$ cat src/rtl/ram_responder.sv
// Single-port word RAM behind a busy/valid handshake. Each accepted request
// stalls the initiator for LATENCY wait cycles, then one DONE cycle follows.
module ram_responder #(
    parameter int DEPTH   = 64,
    parameter int LATENCY = 2,
    parameter int ADDR_W  = $clog2(DEPTH)
) (
    input  logic        clk,
    input  logic        nRST,
    input  logic        Ren,
    input  logic        Wen,
    input  logic [31:0] addr,
    input  logic [31:0] data_in,
    output logic [31:0] data_out,
    output logic        busy
);

    typedef enum logic [1:0] {IDLE, WAIT, DONE} state_e;

    state_e              state_q, state_d;
    logic [3:0]          cnt_q, cnt_d;
    logic                wr_q, wr_d;
    logic [ADDR_W-1:0]   idx_q, idx_d;
    logic [31:0]         wdat_q, wdat_d;
    logic [31:0]         data_out_q, data_out_d;

    logic [31:0]         mem [DEPTH];

    logic                req;
    logic [ADDR_W-1:0]   idx_in;
    logic                acc_en, acc_wr;
    logic [ADDR_W-1:0]   acc_idx;
    logic [31:0]         acc_wdat;

    // Byte-offset bits and bits above the array alias away.
    logic                unused_addr;
    assign unused_addr = ^{addr[31:ADDR_W+2], addr[1:0]};

    assign req    = Ren || Wen;
    assign idx_in = addr[ADDR_W+1:2];

    always_comb begin
        state_d  = state_q;
        cnt_d    = cnt_q;
        wr_d     = wr_q;
        idx_d    = idx_q;
        wdat_d   = wdat_q;
        acc_en   = 1'b0;
        acc_wr   = wr_q;
        acc_idx  = idx_q;
        acc_wdat = wdat_q;
        case (state_q)
            IDLE: begin
                if (req) begin
                    wr_d   = Wen;
                    idx_d  = idx_in;
                    wdat_d = data_in;
                    cnt_d  = 4'(LATENCY);
                    if (LATENCY == 0) begin
                        // Zero-wait build: access straight from the live inputs.
                        acc_en   = 1'b1;
                        acc_wr   = Wen;
                        acc_idx  = idx_in;
                        acc_wdat = data_in;
                        state_d  = DONE;
                    end else begin
                        state_d  = WAIT;
                    end
                end
            end
            WAIT: begin
                cnt_d = cnt_q - 4'd1;
                if (cnt_q == 4'd1) begin
                    acc_en  = 1'b1;
                    state_d = DONE;
                end
            end
            DONE:    state_d = IDLE;
            default: state_d = IDLE;
        endcase
    end

    assign data_out_d = (acc_en && !acc_wr) ? mem[acc_idx] : data_out_q;

    always_ff @(posedge clk or negedge nRST) begin
        if (!nRST) begin
            state_q    <= IDLE;
            cnt_q      <= '0;
            wr_q       <= 1'b0;
            idx_q      <= '0;
            wdat_q     <= '0;
            data_out_q <= '0;
        end else begin
            state_q    <= state_d;
            cnt_q      <= cnt_d;
            wr_q       <= wr_d;
            idx_q      <= idx_d;
            wdat_q     <= wdat_d;
            data_out_q <= data_out_d;
        end
    end

    // Array is never reset; the nRST gate keeps a write from landing while held in reset.
    always_ff @(posedge clk) begin
        if (nRST && acc_en && acc_wr) mem[acc_idx] <= acc_wdat;
    end

    assign data_out = data_out_q;
    assign busy     = (state_q == IDLE && req) || (state_q == WAIT);

endmodule

$ cat config.mk
export PLATFORM = sky130hd
export DESIGN_NAME = ram_responder
export DESIGN_NICKNAME = d
export VERILOG_FILES = /design/src/rtl/ram_responder.sv
export SDC_FILE = /design/constraint.sdc
export NUM_CORES = 2
export LEC_CHECK = 0
export CAP_MARGIN = 5
export CORE_MARGIN = 3
export CORE_UTILIZATION = 60
export DETAILED_ROUTE_END_ITERATION = 16
export GPL_ROUTABILITY_DRIVEN = 0
export PLACE_DENSITY_LB_ADDON = 0.3
export SYNTH_ARGS = -nofsm -noshare
export SYNTH_HDL_FRONTEND = slang
export SYNTH_SLANG_ARGS = --single-unit
$ cat constraint.sdc
create_clock -name clk -period 5.7 [get_ports clk]
set_input_delay 1.425 -clock clk [delete_from_list [all_inputs] [get_ports clk]]
set_output_delay 1.425 -clock clk [all_outputs]
set_load 0.01 [all_outputs]
==> impl_metrics.env <==
export IMPL_status="finished clean"
export IMPL_num_vias=46643
export IMPL_max_freq_ghz=0.2266
export IMPL_fin_crit_sh_pct=77.43
export IMPL_yosysSeqAreaShare_pct=77.69
export IMPL_pre_cts_ws_ns=1.359
export IMPL_drtPass1Iterations=6
export IMPL_ys_types=74
export IMPL_fin_cells=6494
export IMPL_drt_initial_drc_count=7561
export IMPL_fin_nets=4631
export IMPL_totalWireLength_microns=233900
export IMPL_crit_type="register to register"
export IMPL_ys_async_sr_fraction_pct=3.624
export IMPL_worstSetupEndpointType="register"
export IMPL_clk_latency_ns=0.84
export IMPL_syn_nets=4456
export IMPL_crit_required_ns=6.41
export IMPL_drv_slew=0
export IMPL_synth_cell_area_sq_um=81640
export IMPL_dp_hpwl_microns=135400
export IMPL_coreArea_sq_um=134300
export IMPL_grt_start_max_net_pins=97
export IMPL_fillCellCount=8278
export IMPL_wire_per_inst_microns=36.02
export IMPL_final_cell_mix="edfxtp_1, a221oi_1, mux2i_1"
export IMPL_cts_resized=0
export IMPL_finalHoldViolations=0
export IMPL_io_buffers=74
export IMPL_cts_buffer_depth=3
export IMPL_final_common_cell="edfxtp_1"
export IMPL_grt_usage_pct=33.28
export IMPL_cp_arrival_ns=5.13
export IMPL_htreeDepth=4
export IMPL_grt_setup_unrepaired="no"
export IMPL_antenna_found_initial=12
export IMPL_leakage_nw=29.06
export IMPL_tritoncts="done"
export IMPL_finalCriticalPeriod_ns=4.413
export IMPL_ir_drop_mv=0.5466
export IMPL_startpoint_type="register"
export IMPL_drcViolationCount=0
export IMPL_vias_per_cell=7.182
export IMPL_syn_avg_cell_area_sq_um=18.61
export IMPL_worst_slack_ns=1.287
export IMPL_cellPowerDensity_nw_per_um2=524.0
export IMPL_numCtsBuffers=196
export IMPL_die_w_microns=374.9
export IMPL_synth_seq_cells=2125
export IMPL_seq_area_sq_um=63480
export IMPL_grt_pass1_vias=44868
export IMPL_grt_pass1_wl_microns=330100
export IMPL_max_slew_margin_rel_pct=13.49
export IMPL_setup_viol=0
export IMPL_std_cell_rows=134
export IMPL_post_synth_inst_count=4386
export IMPL_clock_sinks=2125
export IMPL_synthToLayoutAreaGrowth_pct=12.04
export IMPL_clock_root_buffer="clkbuf_16"
export IMPL_die_h_microns=374.9
export IMPL_start_util_pct=60.79
export IMPL_synth_edf_count=2048
export IMPL_min_path_type="register to register"
export IMPL_io_pins=101
export IMPL_multi_input_area_sq_um=17060
export IMPL_fin_worst_skew_ns=0.03579
export IMPL_post_cts_setup_buffers=0
export IMPL_overflow=0
export IMPL_dp_cells=6131
export IMPL_cts_hold_buf=0
export IMPL_drtAntennaViolNets=0
export IMPL_synthFlopType="edfxtp_1"
export IMPL_ys_warnings_count=0
export IMPL_die_area_sq_um=140500
export IMPL_tns_ns=0
export IMPL_drv_cap=0
export IMPL_fin_util_pct=68.11
export IMPL_drive_gt1_share_pct=19.47
export IMPL_clkSlewWorstSetupHoldPaths_ns=0.06
export IMPL_worst_slew_pin_slew_ns=1.298
export IMPL_worstPathMaxFanout=38
-- through the flow --
| step | instance area [sq um] | hold WS (ns) | total power, mW |
|---|---|---|---|
| 3_3_place_gp | 85390 | 0.4695 | 34.78 |
| 3_5_place_dp | 85390 | 0.4705 | 35.11 |
| 6_report | 91470 | 0.4825 | 47.93 |
| 5_1_grt | 91450 | 0.5033 | 48.99 |
| 4_1_cts | 91450 | 0.4854 | 47.43 |
| 2_1_floorplan | 81640 | 0.4742 | 28.90 |
-- final cells by class --
| type | count | share of cell area, % |
|---|---|---|
| Sequential cell | 2125 | 69.40 |
| Multi-Input combinational cell | 1952 | 18.66 |
| Clock buffer | 273 | 5.914 |
| Timing Repair Buffer | 280 | 2.854 |
| Tap cell | 1768 | 2.419 |
| Clock inverter | 85 | 0.7127 |
| Inverter | 6 | 0.03146 |
| Antenna cell | 5 | 0.01368 |
-- routing by layer --
layer,part of all wire (%),GRT usage [%],wire length (microns),vias to the layer above
met4,4.9,14.11,11500,4
li1,-,-,-,18456
met2,45,49.82,106300,3879
met3,15,10.44,35140,737
met1,35,45.86,80960,23567
met5,0.0073,0,17,-
-- cell families (layout without fill, tap and decap cells) --
| family | count (synthesis) | count (layout) | share of synthesized area [%] |
|---|---|---|---|
| adders and majority gates | 2 | 2 | 0.03065 |
| and+or+nand+nor | 488 | 488 | 2.564 |
| buffers and inverters | 309 | 644 | 2.136 |
| AOI/OAI and AO/OA | 917 | 917 | 8.232 |
| muxes | 544 | 544 | 9.337 |
| other | 0 | 5 | 0 |
| DFF | 2125 | 2125 | 77.69 |
| xor gates and xnor gates | 1 | 1 | 0.01073 |
-- where the power goes --
group / switching (mW) / internal [mW] / total (mW)
Combinational: 9.77 / 4.51 / 14.3
Sequential: 1.54 / 19.6 / 21.1
Clock: 5.56 / 6.97 / 12.5
Total: 16.9 / 31.1 / 47.9
-- flip-flops by register name (all words and copies together), names as in the netlist --
| register | flops |
|---|---|
| mem | 2048 |
| acc_wdat | 32 |
| data_out | 32 |
| acc_idx | 6 |
| cnt_q | 4 |
| state_q | 2 |
| acc_wr | 1 |
-- critical path, stage by stage, from the launching register on --
cell      delay, ns
dfrtp_4        0.73
buf_4          0.40
inv_4          0.71
nor2_1         0.38
a22o_1         0.44
a221oi_1       1.05
nand4_1        0.25
o22a_1         0.23
-- worst paths after layout --
kind,start,end,slack (ns),cells after the start
setup / recovery,acc_idx[0],data_out[11],1.29,7
hold / removal,acc_wdat[9],acc_wdat[9],0.48,2
setup reg to reg,acc_idx[0],data_out[11],1.29,7
hold reg to reg,acc_wdat[9],acc_wdat[9],0.48,2
max in group asynchronous,nRST,acc_idx[0],3.70,3
min in group asynchronous,nRST,acc_wdat[3],0.81,2
-- synthesized netlist by cell type (23+ instances only) --
cell type / instances / area share, %
nor2_1: 190 / 0.87
clkbuf_1: 88 / 0.40
nand2_1: 195 / 0.90
o22ai_1: 98 / 0.75
buf_6: 31 / 0.43
mux2i_1: 208 / 2.6
a31oi_1: 23 / 0.18
dfrtp_1: 77 / 2.4
a221oi_1: 236 / 2.5
buf_2: 118 / 0.72
mux4_2: 156 / 4.3
a22o_1: 34 / 0.36
mux2_2: 173 / 2.4
o21ai_0: 101 / 0.62
a21oi_1: 116 / 0.71
nand3_1: 28 / 0.17
a22oi_1: 172 / 1.6
buf_4: 47 / 0.43
edfxtp_1: 2048 / 75
Power figures use the tool's default switching activity.
